**src/rtl/sha1_msg_padder_if.sv**
```systemverilog
`default_nettype none
// ============================================================================
//  Module   : sha1_msg_padder_if
//  Purpose  : Word-stream handshake bundle used on both sides of the SHA-1
//             message padder.
//  Signals  : tvalid - word valid            (master -> slave)
//             tdata  - data word, big-endian (master -> slave)
//             tlast  - last word marker      (master -> slave)
//             tend   - end of padded message (master -> slave, output side only)
//             tready - accept                (slave -> master)
//  Revision : 1.0 - initial release
// ============================================================================
interface sha1_msg_padder_if #(
    parameter int WIDTH = 32
);
    logic             tvalid;
    logic [WIDTH-1:0] tdata;
    logic             tlast;
    logic             tend;
    logic             tready;

    modport master (
        output tvalid,
        output tdata,
        output tlast,
        output tend,
        input  tready
    );

    // The upstream side carries no end-of-padding marker.
    modport slave (
        input  tvalid,
        input  tdata,
        input  tlast,
        output tready
    );
endinterface
`default_nettype wire

```
**src/rtl/sha1_msg_padder.sv**
```systemverilog
`default_nettype none
// ============================================================================
//  Module   : sha1_msg_padder
//  Purpose  : Streaming SHA-1 message padder. Forwards 32-bit message words
//             with zero latency, then appends 0x80000000, zero words and the
//             64-bit big-endian bit length so the output is a whole number of
//             16-word blocks. LEN_OFFSET is added to the length (512 for the
//             HMAC inner/outer hashes).
//  Ports    : i_clk  - clock
//             i_rst  - asynchronous active-high reset
//             s_axis - upstream stream  (tvalid_s, tdata_s, tlast_s, tready_s)
//             m_axis - downstream stream(tvalid_m, tdata_m, tlast_m, tend_m,
//                                        tready_m)
//  Revision : 1.0 - initial release
// ============================================================================
module sha1_msg_padder #(
    parameter int          WIDTH      = 32,
    parameter logic [63:0] LEN_OFFSET = 64'd0
) (
    input  wire logic              i_clk,
    input  wire logic              i_rst,
    sha1_msg_padder_if.slave       s_axis,
    sha1_msg_padder_if.master      m_axis
);

    localparam logic [WIDTH-1:0] c_PAD_WORD = {1'b1, {(WIDTH-1){1'b0}}};
    localparam logic [63:0]      c_WORD_BITS = 64'(WIDTH);

    typedef enum logic [2:0] {
        ST_PASS   = 3'd0,
        ST_PAD80  = 3'd1,
        ST_ZERO   = 3'd2,
        ST_LEN_HI = 3'd3,
        ST_LEN_LO = 3'd4
    } state_t;

    state_t           r_state;
    state_t           w_next_state;
    logic [3:0]       r_idx;
    logic [63:0]      r_bitcnt;

    logic             w_tvalid;
    logic [WIDTH-1:0] w_tdata;
    logic             w_tend;
    logic             w_tready_s;
    logic             w_out_hs;
    logic             w_in_hs;

    // ------------------------------------------------------------------
    // Next state and outputs
    // ------------------------------------------------------------------
    always_comb begin
        w_next_state = r_state;
        w_tvalid     = 1'b0;
        w_tdata      = '0;
        w_tend       = 1'b0;
        w_tready_s   = 1'b0;

        unique case (r_state)
            ST_PASS: begin
                // Direct combinational pass-through of the FIFO head.
                w_tready_s = m_axis.tready;
                w_tvalid   = s_axis.tvalid;
                w_tdata    = s_axis.tdata;
                if (s_axis.tvalid && m_axis.tready && s_axis.tlast)
                    w_next_state = ST_PAD80;
            end
            ST_PAD80: begin
                w_tvalid = 1'b1;
                w_tdata  = c_PAD_WORD;
                // At idx 13 the length fits in the same block; otherwise
                // zero-fill up to idx 13 (possibly of the following block).
                if (m_axis.tready)
                    w_next_state = (r_idx == 4'd13) ? ST_LEN_HI : ST_ZERO;
            end
            ST_ZERO: begin
                w_tvalid = 1'b1;
                if (m_axis.tready && (r_idx == 4'd13))
                    w_next_state = ST_LEN_HI;
            end
            ST_LEN_HI: begin
                w_tvalid = 1'b1;
                w_tdata  = r_bitcnt[2*WIDTH-1:WIDTH];
                if (m_axis.tready)
                    w_next_state = ST_LEN_LO;
            end
            ST_LEN_LO: begin
                w_tvalid = 1'b1;
                w_tdata  = r_bitcnt[WIDTH-1:0];
                w_tend   = 1'b1;
                if (m_axis.tready)
                    w_next_state = ST_PASS;
            end
            default: w_next_state = ST_PASS;
        endcase

        // Reset takes effect on the handshake immediately, before the
        // asynchronous register clear is visible through the state decode.
        if (i_rst) begin
            w_tvalid   = 1'b0;
            w_tready_s = 1'b0;
            w_tend     = 1'b0;
        end
    end

    assign w_out_hs = w_tvalid && m_axis.tready;
    assign w_in_hs  = (r_state == ST_PASS) && s_axis.tvalid && w_tready_s;

    assign m_axis.tvalid = w_tvalid;
    assign m_axis.tdata  = w_tdata;
    assign m_axis.tlast  = w_tvalid && (r_idx == 4'd15);
    assign m_axis.tend   = w_tend;
    assign s_axis.tready = w_tready_s;

    // ------------------------------------------------------------------
    // State, block index and bit counter
    // ------------------------------------------------------------------
    always_ff @(posedge i_clk or posedge i_rst) begin
        if (i_rst) begin
            r_state  <= ST_PASS;
            r_idx    <= 4'd0;
            r_bitcnt <= LEN_OFFSET;
        end else begin
            r_state <= w_next_state;
            if (w_out_hs)
                r_idx <= r_idx + 4'd1;
            if (w_in_hs)
                r_bitcnt <= r_bitcnt + c_WORD_BITS;
            if (w_out_hs && (r_state == ST_LEN_LO)) begin
                r_bitcnt <= LEN_OFFSET;
                r_idx    <= 4'd0;
            end
        end
    end

endmodule
`default_nettype wire

```
**src/flat_wrapper.sv**
```systemverilog
// flat-port wrapper written by rule: the top's interface ports become plain ports
module sha1_msg_padder_flat 
#(
    parameter int          WIDTH      = 32,
    parameter logic [63:0] LEN_OFFSET = 64'd0
)
  (i_clk, i_rst, s_axis_tvalid, s_axis_tdata, s_axis_tlast, s_axis_tready, m_axis_tvalid, m_axis_tdata, m_axis_tlast, m_axis_tend, m_axis_tready);
  sha1_msg_padder_if #(.WIDTH(WIDTH)) s_axis_i ();
  sha1_msg_padder_if #(.WIDTH(WIDTH)) m_axis_i ();
  input  wire logic i_clk;
  input  wire logic i_rst;
  input wire logic [$bits(s_axis_i.tvalid)-1:0] s_axis_tvalid;
  input wire logic [$bits(s_axis_i.tdata)-1:0] s_axis_tdata;
  input wire logic [$bits(s_axis_i.tlast)-1:0] s_axis_tlast;
  output wire logic [$bits(s_axis_i.tready)-1:0] s_axis_tready;
  output wire logic [$bits(m_axis_i.tvalid)-1:0] m_axis_tvalid;
  output wire logic [$bits(m_axis_i.tdata)-1:0] m_axis_tdata;
  output wire logic [$bits(m_axis_i.tlast)-1:0] m_axis_tlast;
  output wire logic [$bits(m_axis_i.tend)-1:0] m_axis_tend;
  input wire logic [$bits(m_axis_i.tready)-1:0] m_axis_tready;
  assign s_axis_i.tvalid = s_axis_tvalid;
  assign s_axis_i.tdata = s_axis_tdata;
  assign s_axis_i.tlast = s_axis_tlast;
  assign s_axis_tready = s_axis_i.tready;
  assign m_axis_tvalid = m_axis_i.tvalid;
  assign m_axis_tdata = m_axis_i.tdata;
  assign m_axis_tlast = m_axis_i.tlast;
  assign m_axis_tend = m_axis_i.tend;
  assign m_axis_i.tready = m_axis_tready;
  sha1_msg_padder #(.WIDTH(WIDTH), .LEN_OFFSET(LEN_OFFSET)) u_core (.i_clk(i_clk), .i_rst(i_rst), .s_axis(s_axis_i), .m_axis(m_axis_i));
endmodule
```
**config.mk**
```make
export PLATFORM = sky130hd
export DESIGN_NAME = sha1_msg_padder_flat
export DESIGN_NICKNAME = d
export VERILOG_FILES = /design/src/rtl/sha1_msg_padder_if.sv /design/src/rtl/sha1_msg_padder.sv /design/src/flat_wrapper.sv
export SDC_FILE = /design/constraint.sdc
export NUM_CORES = 1
export LEC_CHECK = 0
export CAP_MARGIN = 0
export CELL_PAD_IN_SITES_DETAIL_PLACEMENT = 2
export CELL_PAD_IN_SITES_GLOBAL_PLACEMENT = 2
export CORE_MARGIN = 2
export CORE_UTILIZATION = 29
export DETAILED_ROUTE_END_ITERATION = 10
export PLACE_DENSITY = 0.86
export SLEW_MARGIN = 40
export SYNTH_ARGS = -nofsm -noshare
export SYNTH_HDL_FRONTEND = slang
export SYNTH_SLANG_ARGS = --single-unit
```
**constraint.sdc**
```tcl
create_clock -name i_clk -period 2.2 [get_ports i_clk]
set_clock_uncertainty 0.2 [all_clocks]
set_input_delay 0.33 -clock i_clk [delete_from_list [all_inputs] [get_ports i_clk]]
set_output_delay 0.33 -clock i_clk [all_outputs]
set_load 0.01 [all_outputs]
```
==> results of run 1 <==
[layout make-up]
class                   count  area [sq um]
repair buffers            245          2472
clock buffers              11         232.7
multi-input cells         382          3521
fillers                  1325          5639
inverters                   9         37.54
well taps                 180         225.2
flip-flops and latches     66          1654
clock inverters             4         45.04
[final timing paths]
path,start,slack (ns),cells past startpoint,end
max,u_core.r_state[1]$_DFFE_PP0P_,-0.55,7,u_core.r_bitcnt[38]$_DFFE_PP0P_
min,u_core.r_idx[2]$_DFFE_PP0P_,0.40,1,u_core.r_idx[2]$_DFFE_PP0P_
max reg2reg,u_core.r_state[1]$_DFFE_PP0P_,-0.55,7,u_core.r_bitcnt[38]$_DFFE_PP0P_
min reg2reg,u_core.r_idx[2]$_DFFE_PP0P_,0.40,1,u_core.r_idx[2]$_DFFE_PP0P_
max in group asynchronous,i_rst,0.75,4,u_core.r_bitcnt[43]$_DFFE_PP0P_
min in group asynchronous,i_rst,0.68,4,u_core.r_bitcnt[27]$_DFFE_PP0P_
[power by group through the flow]
stage	clock network (mW)	registers, mW	logic, mW
after floorplan	0	1.42	0.752
after global placement	0	1.42	1.74
after detailed placement	0	1.44	1.88
after CTS	1.46	1.44	2.45
after global routing	1.60	1.48	3.28
final	1.55	1.48	3.22
[through the flow]
stage | total power, mW | area (sq um) | setup WS [ns] | TNS, ns
after floorplan | 2.172 | 4123 | -0.2058 | -3.437
after global placement | 3.163 | 5767 | -0.6411 | -32.33
after detailed placement | 3.323 | 5767 | -0.8073 | -40.62
after CTS | 5.356 | 7138 | -0.4057 | -18.38
after global routing | 6.358 | 8188 | -0.5620 | -31.90
final | 6.246 | 8188 | -0.5491 | -28.45
[state kept, by name, indices dropped and copies added (netlist names)]
register / cells
u_core.r_bitcnt: 59
u_core.r_idx: 4
u_core.r_state: 3
[routing by layer]
metal	vias to the layer above	wire, um	GRT usage, %	part of all wire (%)
li1	2201	-	-	-
met1	2950	13520	47.53	40
met2	359	16000	62.67	47
met3	133	2363	7.249	7.0
met4	0	1938	21.70	5.7
met5	-	0	0	0
[cell usage in the layout, fill, tap and decap left out, drive strengths merged, types with 5 or more instances in the layout]
master         count
buf              207
and4               6
o31ai              7
and3               8
nand4             23
clkbuf            13
or3               19
a22oi              5
clkdlybuf4s50     36
o21ai             51
nor3               8
nand2             57
a21oi             28
mux2i             29
nand3             35
nor2              42
or4                5
xor2              24
inv                8
dfrtp             66
[kinds of logic after synthesis]
logic type | after synthesis | share of synthesized area [%]
AO/OA/AOI/OAI | 103 | 14.22
XOR/XNOR | 28 | 5.994
adder cells (fa/ha/maj) | 3 | 0.9175
buffers and inverters | 32 | 2.997
flip-flops | 66 | 40.37
multiplexers | 29 | 7.095
AND/OR/NAND/NOR | 219 | 28.41
[timing repair]
item                                    in CTS  in global routing
gates resized for setup                    372                184
pin swaps                                   54                 67
buffers inserted                            40                 46
gates cloned                                 8                  2
endpoints found under the setup margin      99                 99
==> run_results.csv, run 1 <==
group,metric,value,unit
detailed_routing,routed_wl,33.83,mm
grt,grt_max_degree,67,
clock_tree,cts-htree-levels,3,
detailed_routing,post_drt_wl_per_cell,37.71,um
place,routabilityCongestion,0.8671,
detailed_routing,route.antenna.remaining_nets,0,
floorplan,core,13830,sq um
yosys,synthTopCellsByArea,"dfrtp_1 (40%), mux2i_1 (7.1%), o21ai_0 (6.2%)",
floorplan,initial_core_util,29.59,%
place,post-dp-hpwl,14.81,mm
yosys,ys_warn_count,0,
sta,slew_headroom,66.57,%
sta,rsz0062_at_grt,"true",
pwr,seqPwrFrac,23.7,%
yosys,synth_edf_count,0,
yosys,synth_cells,480,
final_layout,stdcell_count,897,
floorplan,row_count,43,
clock_tree,cts-root-buf,"clkbuf_16",
clock_tree,cts_tree,"done",
yosys,ys_ff_latch,66,
setup_path,crit_type,"flip-flop to flip-flop",
yosys,synth_nets,520,
pwr,p_int,3.681,mW
setup_path,cp_top_family,"simple AND/OR/NAND/NOR gates",
pwr,power_leakage,3.684,nW
clock_tree,cts_buffers,9,
floorplan,die_area,15070,sq um
detailed_routing,drt_iter0_markers,627,
sta,min_period,2.749,ns
sta,setup_slack,-0.5491,ns
final_layout,drive_above_1_share,58.16,%
yosys,synth_common_cells,"dfrtp_1 (66), nand2_1 (57), o21ai_0 (51), nor2_1 (42), nand3_1 (33)",
run_status,status,"finished with violations",
grt,grt_use_total,38.44,%
pwr,powerDensity,762.8,nW/um^2
setup_path,path_buf_inv,2,
floorplan,fp.dieH,122.8,um
sta,fmaxAchievable,363.8,MHz
floorplan,io_pins,73,
clock_tree,clk_pin_slew,0.06,ns
yosys,synth.distinct_cells,44,
setup_path,endpoint_kind,"flip-flop",
setup_path,required,2.23,ns
yosys,synth_top_area_share,40.37,%
sta,period_share,125.0,%
place,place_inst,807,
detailed_routing,firstDrtPassIters,5,
yosys,yosysMostFrequentCell,"dfrtp_1",
grt,overflow,0,
yosys,synth_flop_cell,"dfrtp_1",
grt,grt_pass1_vias,5932,
sta,hold_viol_final,0,
yosys,syn_area_per_cell,8.524,sq um
run_status,violations,"setup timing",
sta,slew_viol_final,0,
detailed_routing,viasPerCell,6.291,
pwr,combPwrFrac,51.5,%
grt,grt_pass1_wl,41.26,mm
yosys,syn_area,4091,sq um
clock_tree,clock_latency,0.37,ns
floorplan,die_x,122.8,um
clock_tree,clockBufferDepth,2,
pwr,sw_frac_of_total,41.06,%
grt,antenna_found_initial,0,
pwr,p_clk_share,24.9,%
final_layout,layout.nets,753,
setup_path,crit_arrival,2.77,ns
yosys,async_flop_share,100.0,%
final_layout,diodes,0,
pwr,p_switching,2.565,mW
final_layout,utilization,59.22,%
setup_path,start_kind,"flip-flop",
yosys,yosysSeqAreaShare,40.37,%
final_layout,syn_to_final_growth,100.1,%
detailed_routing,vias,5643,
setup_path,cpMaxStageDelayCell,"or4b_4",
setup_path,cp_slowest_stage_delay,0.59,ns
clock_tree,clock_sinks,66,
yosys,yosysTopAreaCell,"dfrtp_1",
flow_run,cap_viol_max_count,0,
detailed_routing,drc,0,
sta,tightest_slew,0.5014,ns
sta,setup_viol_count_final,99,
setup_path,path_cells,"or4b_4, nor4_4, buf_4, nand4_1, buf_6, o31ai_2, a21oi_2",
hold_path,hold_path.class,"flip-flop to flip-flop",
place,port_buffers,72,
setup_path,critPathMaxFanout,3,
pwr,ir_drop,1330,uV
clock_tree,cts_hold_buffers,0,
sta,whs,0.3970,ns
No activity file was read; power rests on OpenSTA's default activity.
==> run 2: changes to the inputs <==
--- a/config.mk
+++ b/config.mk
@@ -9,9 +9,10 @@
 export CELL_PAD_IN_SITES_DETAIL_PLACEMENT = 2
 export CELL_PAD_IN_SITES_GLOBAL_PLACEMENT = 2
 export CORE_MARGIN = 2
-export CORE_UTILIZATION = 29
+export CORE_UTILIZATION = 32
 export DETAILED_ROUTE_END_ITERATION = 10
-export PLACE_DENSITY = 0.86
+export MAX_ROUTING_LAYER = met4
+export PLACE_DENSITY = 0.89
 export SLEW_MARGIN = 40
 export SYNTH_ARGS = -nofsm -noshare
 export SYNTH_HDL_FRONTEND = slang
==> constraint.sdc (replaced) <==
create_clock -name i_clk -period 2.66 [get_ports i_clk]
set_clock_uncertainty 0.2 [all_clocks]
set_input_delay 0.399 -clock i_clk [delete_from_list [all_inputs] [get_ports i_clk]]
set_output_delay 0.399 -clock i_clk [all_outputs]
set_load 0.01 [all_outputs]
==> run 2 against run 1 <==
The run still ends with setup timing left. Core utilization shrank 11 points. Final area down 26%. Combinational power is 52% lower. Non-clock buffer count down 106. Critical path depth did not move. Global-route usage is 5.0 points lower. Fmax is 1.8% lower. Worst hold slack lost 0.027 ns. Sequential power fell by 18%. Via count down 15%. Sequential share of layout area is 7.1 points higher. Total power down 34%. Largest cell class unchanged. Largest power group unchanged.
==> run_results.csv, run 2 (synthesized netlist as in run 1, its figures left out) <==
group,metric,value,unit
run_status,status,"finished with violations",
run_status,violations,"setup timing",
clock_tree,cts_tree,"done",
detailed_routing,drc,0,
detailed_routing,viasPerCell,6.094,
clock_tree,clock_sinks,66,
floorplan,die_x,117.1,um
final_layout,fillers,1338,
floorplan,io_pins,73,
sta,setup_slack,-0.1389,ns
floorplan,core,12570,sq um
grt,grt_max_degree,67,
setup_path,endpoint_kind,"flip-flop",
grt,antenna_found_initial,1,
final_layout,fin_area,6056,sq um
flow_run,cap_viol_max_count,0,
sta,whs,0.3704,ns
final_layout,regArea,1655,sq um
grt,overflow,0,
final_layout,largest_register_ffs,59,
place,post_dp_cell_area,5406,sq um
clock_tree,clockBufferDepth,2,
final_layout,layout.nets,647,
clock_tree,clk_pin_slew,0.06,ns
grt,grt_pass1_wl,32.39,mm
clock_tree,cts_buffers,9,
setup_path,crit_type,"flip-flop to flip-flop",
pwr,powerDensity,682.6,nW/um^2
sta,rsz0062_at_grt,"true",
detailed_routing,drt_iter0_markers,460,
setup_path,start_kind,"flip-flop",
pwr,power_leakage,2.651,nW
final_layout,syn_to_final_growth,48.01,%
place,port_buffers,72,
pwr,power,4.134,mW
place,post-dp-hpwl,13.04,mm
hold_path,hold_path.class,"flip-flop to flip-flop",
detailed_routing,route.antenna.remaining_nets,0,
floorplan,die_area,13710,sq um
final_layout,drive_above_1_share,21.11,%
detailed_routing,post_drt_wl_per_cell,28.99,um
sta,tightest_slew,0.8226,ns
sta,slew_viol_final,0,
clock_tree,cts-root-buf,"clkbuf_16",
floorplan,fp.dieH,117.1,um
final_layout,largestRegisters,"u_core.r_bitcnt: 59 flops, u_core.r_idx: 4 flops, u_core.r_state: 3 flops",
pwr,ir_drop,286.9,uV
clock_tree,cts-htree-levels,3,
sta,hold_viol_final,0,
place,routabilityCongestion,0.8225,
detailed_routing,routed_wl,22.73,mm
floorplan,row_count,41,
sta,slew_headroom,44.74,%
setup_path,r2r_cells,7,
grt,grt_use_total,33.44,%
final_layout,mostFrequentLayoutCells,"dfrtp_1 (63), nand2_1 (57), buf_4 (57)",
place,dp_slack,-0.4685,ns
sta,setup_viol_count_final,6,
setup_path,crit_arrival,2.88,ns
sta,min_period,2.799,ns
grt,grt_pass1_vias,5311,
clock_tree,clock_latency,0.35,ns
setup_path,critPathMaxFanout,6,
sta,fmaxAchievable,357.3,MHz
hold_path,min_path_cells,1,
setup_path,r2r_setup_slack,-0.14,ns
detailed_routing,vias,4778,
detailed_routing,firstDrtPassIters,7,
final_layout,regMostFlops,"u_core.r_bitcnt",
setup_path,required,2.74,ns
sta,period_share,105.2,%
floorplan,initial_core_util,32.55,%
final_layout,multi_input_area,2519,sq um
final_layout,layout_commonest_cell,"dfrtp_1",
==> run 2: cell types whose count changed in the layout (fill, tap and decap cells not counted), moves of 25 or more <==
| cell | change |
|---|---|
| buf_6 | -55 |
| o21ai_0 | +38 |
| buf_4 | -32 |
| nand2_1 | +31 |
| buf_2 | -30 |
| nand2_4 | -29 |
| dlygate4sd2_1 | +28 |
| o21ai_2 | -25 |
==> run 2: final cells by class <==
type | instances | area share [%]
well taps | 172 | 3.554
clock buffers | 14 | 4.855
clock inverters | 1 | 0.4959
multi-input cells | 382 | 41.59
repair buffers | 139 | 21.51
flip-flops and latches | 66 | 27.33
diodes | 1 | 0.04132
inverters | 9 | 0.6198
==> run 2: worst paths after layout <==
path | to | startpoint
worst max-delay path | u_core.r_bitcnt[32]$_DFFE_PP0P_ | u_core.r_state[1]$_DFFE_PP0P_
worst min-delay path | u_core.r_bitcnt[46]$_DFFE_PP0P_ | u_core.r_bitcnt[46]$_DFFE_PP0P_
worst max register to register | u_core.r_bitcnt[32]$_DFFE_PP0P_ | u_core.r_state[1]$_DFFE_PP0P_
worst min register to register | u_core.r_bitcnt[46]$_DFFE_PP0P_ | u_core.r_bitcnt[46]$_DFFE_PP0P_
max in group asynchronous | u_core.r_bitcnt[55]$_DFFE_PP0P_ | i_rst
min in group asynchronous | u_core.r_bitcnt[34]$_DFFE_PP0P_ | i_rst
==> run 2: where the power goes <==
part           internal, mW  switching, mW  total, mW
combinational         0.705          0.843       1.55
sequential             1.09          0.132       1.22
clock                 0.851          0.517       1.37
==> run 2: repair_timing <==
item,in CTS,in global routing
gates resized for setup,69,22
setup endpoints to repair,44,39
pin swaps,14,10
gates cloned,0,1
hold buffers,0,0
setup buffers,7,7
==> run 2: worst max-delay path, stage by stage (launching register included) <==
cell and delay [ns]:
dfrtp_2 0.46, or4b_4 0.63, nor4_4 0.33, buf_4 0.21, nand4_1 0.19, buf_6 0.23
or3_4 0.35, a21oi_2 0.13
==> run 2: through the flow <==
step / TNS, ns / instances / util (%)
floorplan: 0 / 480 / -
global placement: -4.856 / 753 / 43.02
detailed placement: -11.87 / 753 / 43.02
CTS: -0.5782 / 775 / 46.90
global route: -1.013 / 784 / 48.18
finish: -0.3407 / 784 / 48.18
==> run 2: per-layer routing <==
metal | part of all wire [%] | GRT usage (%)
met5 | 0 | -
met4 | 5.5 | 18.20
met3 | 4.9 | 6.540
met2 | 51 | 57.53
met1 | 38 | 36.40
